[config.mk]
export PLATFORM = sky130hd
export DESIGN_NAME = multi_mode_inverse_alu
export DESIGN_NICKNAME = d
export VERILOG_FILES = /design/src/rtl/multi_mode_alu_pkg.sv /design/src/rtl/seq_div_restoring.sv /design/src/rtl/multi_mode_inverse_alu.sv
export SDC_FILE = /design/constraint.sdc
export NUM_CORES = 1
export LEC_CHECK = 0
export BUFFER_PORTS_ARGS = -buffer_cell sky130_fd_sc_hd__buf_2
export CAP_MARGIN = 20
export CORE_MARGIN = 2
export CORE_UTILIZATION = 30
export DETAILED_ROUTE_END_ITERATION = 12
export REMOVE_ABC_BUFFERS = 1
export SLEW_MARGIN = 25
export SYNTH_ARGS = -nofsm -noshare
export SYNTH_HDL_FRONTEND = slang
export SYNTH_SLANG_ARGS = --single-unit
[constraint.sdc]
create_clock -name clk -period 2.54 [get_ports clk]
set_clock_uncertainty 0.2 [all_clocks]
set_input_delay 0.381 -clock clk [delete_from_list [all_inputs] [get_ports clk]]
set_output_delay 0.381 -clock clk [all_outputs]
set_load 0.03 [all_outputs]
[src/rtl/multi_mode_alu_pkg.sv]
// Shared definitions for the multi-mode ALU family.
// The forward ALU and its inverse both use these constants.
// Contents:
//   - default operand width A_W and result width Y_W
//   - mode encodings
//   - FSM state encoding for the inverse ALU
package multi_mode_alu_pkg;

    localparam int A_W = 4;
    localparam int Y_W = 2 * A_W;

    localparam logic [1:0] MODE_ADD  = 2'b00;
    localparam logic [1:0] MODE_MUL  = 2'b01;
    localparam logic [1:0] MODE_SHR2 = 2'b10;
    localparam logic [1:0] MODE_ONES = 2'b11;

    typedef enum logic [1:0] {
        ST_IDLE = 2'b00,
        ST_CALC = 2'b01,
        ST_DONE = 2'b10
    } state_t;

endpackage

[src/rtl/seq_div_restoring.sv]
// Restoring divider: one quotient bit per clock, MSB first.
// Ports:
//   clk, rst          clock, asynchronous active-high reset
//   start             load dividend/divisor; iterations start on the next edge
//   dividend/divisor  operands, sampled only when start is high
//   busy              iterations in progress
//   done              high in the cycle whose edge performs the final iteration
//   quotient          quotient after the current iteration (final when done=1)
//   remainder         remainder after the current iteration (final when done=1)
// quotient/remainder are the next-state values of the working registers, so a
// consumer that registers them while done=1 captures the result on the same
// edge as the last iteration. The divisor must be non-zero.
module seq_div_restoring #(
    parameter int DVD_W = 8,
    parameter int DVS_W = 4
) (
    input  logic             clk,
    input  logic             rst,
    input  logic             start,
    input  logic [DVD_W-1:0] dividend,
    input  logic [DVS_W-1:0] divisor,
    output logic             busy,
    output logic             done,
    output logic [DVD_W-1:0] quotient,
    output logic [DVS_W-1:0] remainder
);

    localparam int CNT_W = $clog2(DVD_W);

    logic [DVD_W-1:0] quo_q, quo_d;
    logic [DVS_W-1:0] rem_q, rem_d;
    logic [DVS_W-1:0] dvs_q, dvs_d;
    logic [CNT_W-1:0] cnt_q, cnt_d;
    logic             busy_q, busy_d;

    // Partial remainder stays below the divisor, so one extra bit is enough
    // for the shifted trial value; the MSB of the difference is the borrow.
    logic [DVS_W:0]   trial;
    logic [DVS_W:0]   diff;

    always_comb begin
        quo_d  = quo_q;
        rem_d  = rem_q;
        dvs_d  = dvs_q;
        cnt_d  = cnt_q;
        busy_d = busy_q;
        trial  = {rem_q, quo_q[DVD_W-1]};
        diff   = trial - {1'b0, dvs_q};
        done   = busy_q && (cnt_q == CNT_W'(DVD_W - 1));

        if (start) begin
            quo_d  = dividend;
            rem_d  = '0;
            dvs_d  = divisor;
            cnt_d  = '0;
            busy_d = 1'b1;
        end else if (busy_q) begin
            // Dividend bits shift out of the top of quo as quotient bits shift in.
            if (!diff[DVS_W]) begin
                rem_d = diff[DVS_W-1:0];
                quo_d = {quo_q[DVD_W-2:0], 1'b1};
            end else begin
                rem_d = trial[DVS_W-1:0];
                quo_d = {quo_q[DVD_W-2:0], 1'b0};
            end
            cnt_d = cnt_q + CNT_W'(1);
            if (done) begin
                busy_d = 1'b0;
            end
        end
    end

    always_ff @(posedge clk or posedge rst) begin
        if (rst) begin
            quo_q  <= '0;
            rem_q  <= '0;
            dvs_q  <= '0;
            cnt_q  <= '0;
            busy_q <= 1'b0;
        end else begin
            quo_q  <= quo_d;
            rem_q  <= rem_d;
            dvs_q  <= dvs_d;
            cnt_q  <= cnt_d;
            busy_q <= busy_d;
        end
    end

    assign busy      = busy_q;
    assign quotient  = quo_d;
    assign remainder = rem_d;

endmodule

[src/rtl/multi_mode_inverse_alu.sv]
// Inverse of the 4-bit multi-mode ALU: given result Y, operand B and Mode,
// recover operand A (plus a remainder for multiply), or flag that no A_W-bit
// A exists.
// Ports:
//   clk, rst              clock, asynchronous active-high reset
//   in_valid / in_ready   request handshake; in_ready is high only in IDLE
//   Y, B, Mode            forward result, operand B, forward mode
//   out_valid / out_ready result handshake; result held until consumed
//   A, rem, err           recovered operand, remainder (multiply only), error
// Flow: IDLE accepts and captures the request. CALC produces the result one
// edge later, except non-zero-divisor multiply, which waits for the divider.
// DONE holds the registered result until out_ready.
module multi_mode_inverse_alu #(
    parameter int A_W = multi_mode_alu_pkg::A_W
) (
    input  logic                 clk,
    input  logic                 rst,
    input  logic                 in_valid,
    output logic                 in_ready,
    input  logic [2*A_W-1:0]     Y,
    input  logic [A_W-1:0]       B,
    input  logic [1:0]           Mode,
    output logic                 out_valid,
    input  logic                 out_ready,
    output logic [A_W-1:0]       A,
    output logic [A_W-1:0]       rem,
    output logic                 err
);

    import multi_mode_alu_pkg::*;

    localparam int Y_W = 2 * A_W;

    state_t         state_q, state_d;
    logic [Y_W-1:0] y_q, y_d;
    logic [A_W-1:0] b_q, b_d;
    logic [1:0]     mode_q, mode_d;
    logic [A_W-1:0] a_q, a_d;
    logic [A_W-1:0] rem_q, rem_d;
    logic           err_q, err_d;
    logic           out_valid_q, out_valid_d;

    logic           div_start;
    logic           div_busy;
    logic           div_done;
    logic [Y_W-1:0] div_quo;
    logic [A_W-1:0] div_rem;

    // Single-edge result for every case except a real divide.
    logic [Y_W-1:0] sub_w;
    logic [A_W-1:0] imm_a;
    logic           imm_err;
    logic           use_div;

    seq_div_restoring #(
        .DVD_W (Y_W),
        .DVS_W (A_W)
    ) u_div (
        .clk       (clk),
        .rst       (rst),
        .start     (div_start),
        .dividend  (Y),
        .divisor   (B),
        .busy      (div_busy),
        .done      (div_done),
        .quotient  (div_quo),
        .remainder (div_rem)
    );

    always_comb begin
        sub_w   = y_q - Y_W'(b_q);
        imm_a   = '0;
        imm_err = 1'b0;
        case (mode_q)
            MODE_ADD: begin
                // On error A is still the wrapped difference, truncated.
                imm_a   = sub_w[A_W-1:0];
                imm_err = (y_q < Y_W'(b_q)) || (|sub_w[Y_W-1:A_W]);
            end
            MODE_MUL: begin
                // Only reached for a zero divisor.
                imm_a   = '0;
                imm_err = 1'b1;
            end
            MODE_SHR2: begin
                // Smallest A whose >>2 gives Y; Y must fit in A_W-2 bits.
                imm_a   = {y_q[A_W-3:0], 2'b00};
                imm_err = |y_q[Y_W-1:A_W-2];
            end
            default: begin
                imm_a   = '0;
                imm_err = (y_q != '1);
            end
        endcase
    end

    always_comb begin
        state_d     = state_q;
        y_d         = y_q;
        b_d         = b_q;
        mode_d      = mode_q;
        a_d         = a_q;
        rem_d       = rem_q;
        err_d       = err_q;
        out_valid_d = out_valid_q;
        div_start   = 1'b0;
        use_div     = (mode_q == MODE_MUL) && (b_q != '0);

        case (state_q)
            ST_IDLE: begin
                if (in_valid) begin
                    y_d       = Y;
                    b_d       = B;
                    mode_d    = Mode;
                    state_d   = ST_CALC;
                    // The divider loads its own copy of the operands here.
                    div_start = (Mode == MODE_MUL) && (B != '0);
                end
            end
            ST_CALC: begin
                if (use_div) begin
                    if (div_done) begin
                        a_d         = div_quo[A_W-1:0];
                        rem_d       = div_rem;
                        err_d       = |div_quo[Y_W-1:A_W];
                        out_valid_d = 1'b1;
                        state_d     = ST_DONE;
                    end else if (!div_busy) begin
                        // Divider idle without finishing: report an error
                        // rather than stall forever.
                        a_d         = '0;
                        rem_d       = '0;
                        err_d       = 1'b1;
                        out_valid_d = 1'b1;
                        state_d     = ST_DONE;
                    end
                end else begin
                    a_d         = imm_a;
                    rem_d       = '0;
                    err_d       = imm_err;
                    out_valid_d = 1'b1;
                    state_d     = ST_DONE;
                end
            end
            ST_DONE: begin
                if (out_ready) begin
                    out_valid_d = 1'b0;
                    state_d     = ST_IDLE;
                end
            end
            default: begin
                state_d     = ST_IDLE;
                out_valid_d = 1'b0;
            end
        endcase
    end

    always_ff @(posedge clk or posedge rst) begin
        if (rst) begin
            state_q     <= ST_IDLE;
            y_q         <= '0;
            b_q         <= '0;
            mode_q      <= MODE_ADD;
            a_q         <= '0;
            rem_q       <= '0;
            err_q       <= 1'b0;
            out_valid_q <= 1'b0;
        end else begin
            state_q     <= state_d;
            y_q         <= y_d;
            b_q         <= b_d;
            mode_q      <= mode_d;
            a_q         <= a_d;
            rem_q       <= rem_d;
            err_q       <= err_d;
            out_valid_q <= out_valid_d;
        end
    end

    assign in_ready  = (state_q == ST_IDLE);
    assign out_valid = out_valid_q;
    assign A         = a_q;
    assign rem       = rem_q;
    assign err       = err_q;

endmodule

Word-level counts from Yosys, hierarchy flattened:

Index checks and enable logic that the tools add are counted.

* bits in registers: 46
* input bits: 18
* output and inout bits: 11
* logic and storage cells: 78

* add/subtract/negate cells: 3
* $lt $le $gt $ge: 1
* eq/ne operators: 11
* multiplexer cells: 33
* bitwise gates (word level): 1
* reduce and logical (&&, ||, !) cells: 16

Operator list (count)
* 4-bit two-way mux: 8
* 8-bit two-way mux: 2
* 1-bit two-way mux: 12
* 2-bit two-way mux: 5
* 8-bit by 4-bit less-than comparator with 1-bit output: 1
* 8-bit != test, second input constant: 1
* 4-bit case mux with 2 select lines: 1
* 4-bit nonzero test: 2
* 4-bit OR reduction: 2
* 8-bit by 4-bit subtractor with 8-bit output: 1
* 2-bit by 1-bit equality test with 1-bit output, second input constant: 3
* 3-bit two-way mux: 2
* 1-bit case mux with 3 select lines: 2
* 2-bit case mux with 3 select lines: 1
* 3-bit AND reduction: 2
* 6-bit OR reduction: 1
* 5-bit by 4-bit subtractor with 5-bit output: 1
* 2-bit equality test, second input constant: 2
* 2-bit zero test: 2
* 2-bit != test, second input constant: 2
* 4-bit != test, second input constant: 1
* 2-bit AND reduction: 2
* 3-bit by 1-bit adder with 3-bit output, second input constant: 1
* 3-bit equality test, second input constant: 1
* other kinds (5): 7

Depth between registers and ports, before layout:

* word-level depth: 8
* mapped depth: 10

Cells and area by module:

Synthesis repeated with hierarchy kept, for this count alone.

* cells, all modules: 247
* area, all modules: 2533.7 um2

By module, submodules not included
* multi_mode_inverse_alu: times used 1, cells an instance 145, area an instance 1408.9 um2, seq. area each 650.6 um2
* seq_div_restoring: times used 1, cells an instance 102, area an instance 1124.8 um2, seq. area each 500.5 um2

Least setup slack after synthesis:

Ideal clock, no wire load.

* path kind: register to register
* start point: reg u_div.quo_q[7]
* end point: reg rem_q[2] (netlist: rem[2])
* setup time: 121 ps
* data arrival time: 2082 ps
* data required time: 2219 ps
* slack: 137 ps
* cell stages (with the launch flop): 10
* clock period less this slack: 2403 ps
* path through: dfrtp_1 > inv_1 > ha_1 > inv_1 > fa_1 > a21o_1 > a21oi_4 > xnor2_1 > mux2_4 > a22o_1

* cells in the longest elaborated chain, start to end: 6

Ends and longest elaborated chain
* start, declared: RTL line seq_div_restoring.sv:30 `logic [DVD_W-1:0] quo_q, quo_d;`
* start signal, assigned: RTL line seq_div_restoring.sv:81 `quo_q <= quo_d;`
* 5-bit by 4-bit subtractor with 5-bit output: RTL line seq_div_restoring.sv:48 `diff = trial - {1'b0, dvs_q};`
* 4-bit two-way mux: RTL line seq_div_restoring.sv:59 `if (!diff[DVS_W]) begin`
* 4-bit two-way mux: RTL line seq_div_restoring.sv:57 `end else if (busy_q) begin`
* 4-bit two-way mux: RTL line seq_div_restoring.sv:51 `if (start) begin`
* 4-bit two-way mux: RTL line multi_mode_inverse_alu.sv:122 `if (div_done) begin`
* 4-bit two-way mux: RTL line multi_mode_inverse_alu.sv:121 `if (use_div) begin`
* end signal, assigned: RTL line multi_mode_inverse_alu.sv:174 `rem_q <= rem_d;`
* end, declared: RTL line multi_mode_inverse_alu.sv:39 `logic [A_W-1:0] rem_q, rem_d;`

Every way passes these cells.
A chain may end at the register's enable or synchronous reset.

Final worst setup path:

Ends and elaborated chain as after synthesis.

==> metrics.md <==
| Metric | Value |
|---|---|
| Run status | finished, final reports clean |
| Placer's final routability congestion estimate | 0.8508 |
| Critical Path Slowest Stage Cell | dfrtp_1 |
| Commonest non-fill, non-tap cell in the layout | dfrtp_1 |
| Number of filler instances in the final layout | 822 |
| H-Tree Depth | 2 |
| Register area | 1151 sq um |
| Number of antenna violations at the first check in global routing | 0 |
| RSZ-0062 raised after global routing | no |
| Number of I/O pins | 29 |
| Warnings from Yosys | 0 |
| CP startpoint kind | flop |
| Row count | 33 |
| Total of endpoints with negative setup slack in the final report | 0 |
| Die Area | 9166 sq um |
| Die span in x | 95.74 um |
| Overflow left after global routing | 0 |
| Total power draw | 4082 uW |
| Maximum net fanout on the critical path | 5 |
| Global-route usage over all layers | 0.1342 |
| Number of nets with antenna violations after routing | 0 |
| Buf+Inv Stages, Crit Path | 2 |
| Type of the tightest min-delay check | input port to flop |
| Master cell of the clock root buffer | clkbuf_8 |
| Count of vias placed by the detailed router | 1,885 |
| Number of iterations in the first detailed-routing pass | 4 |
| Maximum number of pins on one net before global-route repair | 26 |
| Fin util | 0.3601 |
| Number of sinks driven by the clock tree | 46 |
| NumNets Final | 308 |
| Type of destination of the critical path | flop |
| Initial Util | 0.3088 |
| Share of layout cells above drive strength 1 | 0.2554 |
| Synthesized cell area | 2525 sq um |
| Number of flops mapped to enable cells by yosys | 0 |
| Share of the cycle needed by the critical path after routing | 0.9466 |
| Pwr per Cell Area | 1386 nW/um^2 |
| Number of distinct library cell variants in the gate-level netlist after synthesis | 51 |
| Slew Limit Fails | 0 |
| Max-Slew Margin vs Limit | 0.6319 |
| DIE HEIGHT | 95.74 um |
| Critical Path Max Stage Delay | 0.40 ns |
| Post-Place Setup Slack | 0.03968 ns |
| Multi-input combinational cell area | 1277 sq um |
| Via/cell ratio | 4.922 |
| Critical Setup Path Class | flop to flop |
| DRC | 0 |
| Synthesized netlist cell count | 244 |
| Leakage power figure | 0.001325 uW |
| Worst Hold Margin | 0.1023 ns |
| Req. time, crit path | 2.54 ns |
| Worst-path cell chain | inv_1, ha_1, inv_1, fa_2, a21o_1, a21oi_4, xnor2_2, mux2_4, a22o_1 |
| 1st-iter DRT viols | 85 |
| Share of synthesized flip-flops with an asynchronous set or reset | 1.000 |
| Top library cells by usage in the layout, fill and taps aside | dfrtp_1 (46), nand2_1 (30), buf_2 (28) |
| Crit-path leading delay family | compound AO/OA/AOI/OAI gates |
| Hpwl dp | 4.204 mm |
| Library cell appearing most often on the critical path | inv_1 |
| Max-cap violations | 0 |
| Layout-stage area growth over the synthesis result | 16.60% |
| Number of buffers inserted by port buffering | 28 |
| Number of antenna cells inserted | 0 |
| Clock-pin slew of the registers on the worst-case setup and hold paths | 0.10 ns |
| Final Routed Wirelength | 5.586 mm |
| Via count of the first global-routing pass | 1,814 |
| WL per Instance | 14.58 um |
| Most used flip-flop cell after synthesis | dfrtp_1 |
| CTS Buf Count | 5 |
| Least-Margin Pin Slew | 0.5513 ns |
| Setup slack of the critical path after layout | 0.1356 ns |
| Skew-Pair Late Insertion Delay | 0.30 ns |
| Global-route wire length before repair | 9.453 mm |
| Area of the placeable core | 8175 sq um |
| Post-synthesis average cell area | 10.35 sq um |
| Signal arrival time at the worst endpoint | 2.41 ns |
| Maximum ir drop on the vdd rail | 378.1 uV |
| Clk buf depth | 2 |
| Count of final hold-check violations | 0 |
| Final min period | 2.404 ns |
| Share of synthesized area occupied by flip-flops and latches | 0.4559 |
| Achievable frequency | 415.9 MHz |
| Register bit total from synthesis | 46 |
| TritonCTS clock tree | yes |
## what timing repair did
action	4_1_cts	5_1_grt
hold buffers	1	0
setup buffers	0	2
gates resized for setup	0	4
endpoints found under the setup margin	0	6
hold endpoints to repair	24	0
## registers in the layout, indices dropped and copies added, names as in the netlist
signal,count
u_div.dvs_q,4
u_div.busy,1
mode_q,2
err,1
A,4
out_valid,1
u_div.cnt_q,3
rem,4
u_div.quo_q,8
u_div.rem_q,4
y_q,8
b_q,4
state_q,2
## tightest hold or removal path, cell delays in order
cell and delay (ns):
buf_2 0.10, nand2_1 0.04, o21ai_0 0.06
## final timing paths
check | startpoint | endpoint | slack [ns] | cells after the start
min in group asynchronous | rst | u_div.cnt_q[0] | 0.46 | 3
min | Y[1] | y_q[1] | 0.10 | 3
max in group asynchronous | rst | y_q[5] | 1.15 | 4
min reg2reg | A[2] | A[2] | 0.29 | 2
max | u_div.quo_q[7] | rem[2] | 0.14 | 9
max reg2reg | u_div.quo_q[7] | rem[2] | 0.14 | 9
## cells in the mapped netlist, types with 4 or more instances
master | n | share of area
ha_1 | 11 | 0.055
a21o_1 | 4 | 0.012
nor2b_1 | 5 | 0.012
inv_1 | 13 | 0.019
nor4_1 | 4 | 0.0099
dfrtp_1 | 46 | 0.46
mux2_2 | 10 | 0.045
nor2_1 | 15 | 0.022
o21ai_0 | 19 | 0.038
buf_2 | 7 | 0.014
a21oi_1 | 12 | 0.024
mux2i_1 | 10 | 0.040
nor3_1 | 4 | 0.0079
a22o_1 | 4 | 0.014
xnor2_1 | 4 | 0.014
o21ai_1 | 5 | 0.0099
nand2_1 | 30 | 0.045
## routing by layer
| metal | global-route usage | wire [um] |
|---|---|---|
| met1 | 0.1949 | 2820 |
| met2 | 0.2016 | 2470 |
| met4 | 0.03214 | 33 |
| met3 | 0.03211 | 262 |
| met5 | 0 | 0 |
## per-stage QoR
step	cell area [sq um]	TNS (ns)	cells
2_1_floorplan	2455	-0.006225	232
3_3_place_gp	2804	0	372
3_5_place_dp	2804	0	372
4_1_cts	2907	0	381
5_1_grt	2944	0	383
6_report	2944	0	383
## area by class of cell
cell class / count / share of cell area
Clock inverter: 3 / 0.008075
Tap cell: 105 / 0.04462
Timing Repair Buffer: 38 / 0.08245
Inverter: 13 / 0.01657
Sequential cell: 46 / 0.3910
Clock buffer: 5 / 0.02337
Multi-Input combinational cell: 173 / 0.4339
## power by group
group,leakage (uW),switching (uW),internal (uW)
clock network,0.0000408,270,197
logic,0.000719,1190,1050
registers,0.000565,304,1070
total,0.00133,1760,2320
## logic make-up (layout without fill, tap and decap cells)
group	Yosys count	in the layout	synth area share
mux	21	21	0.09019
buf+inv	25	59	0.04707
compound gates	54	54	0.1402
simple gates	79	79	0.1754
xor+xnor	6	6	0.02081
flops	46	46	0.4559
fa+ha+maj	13	13	0.07037
Power figures use the tool's default switching activity.
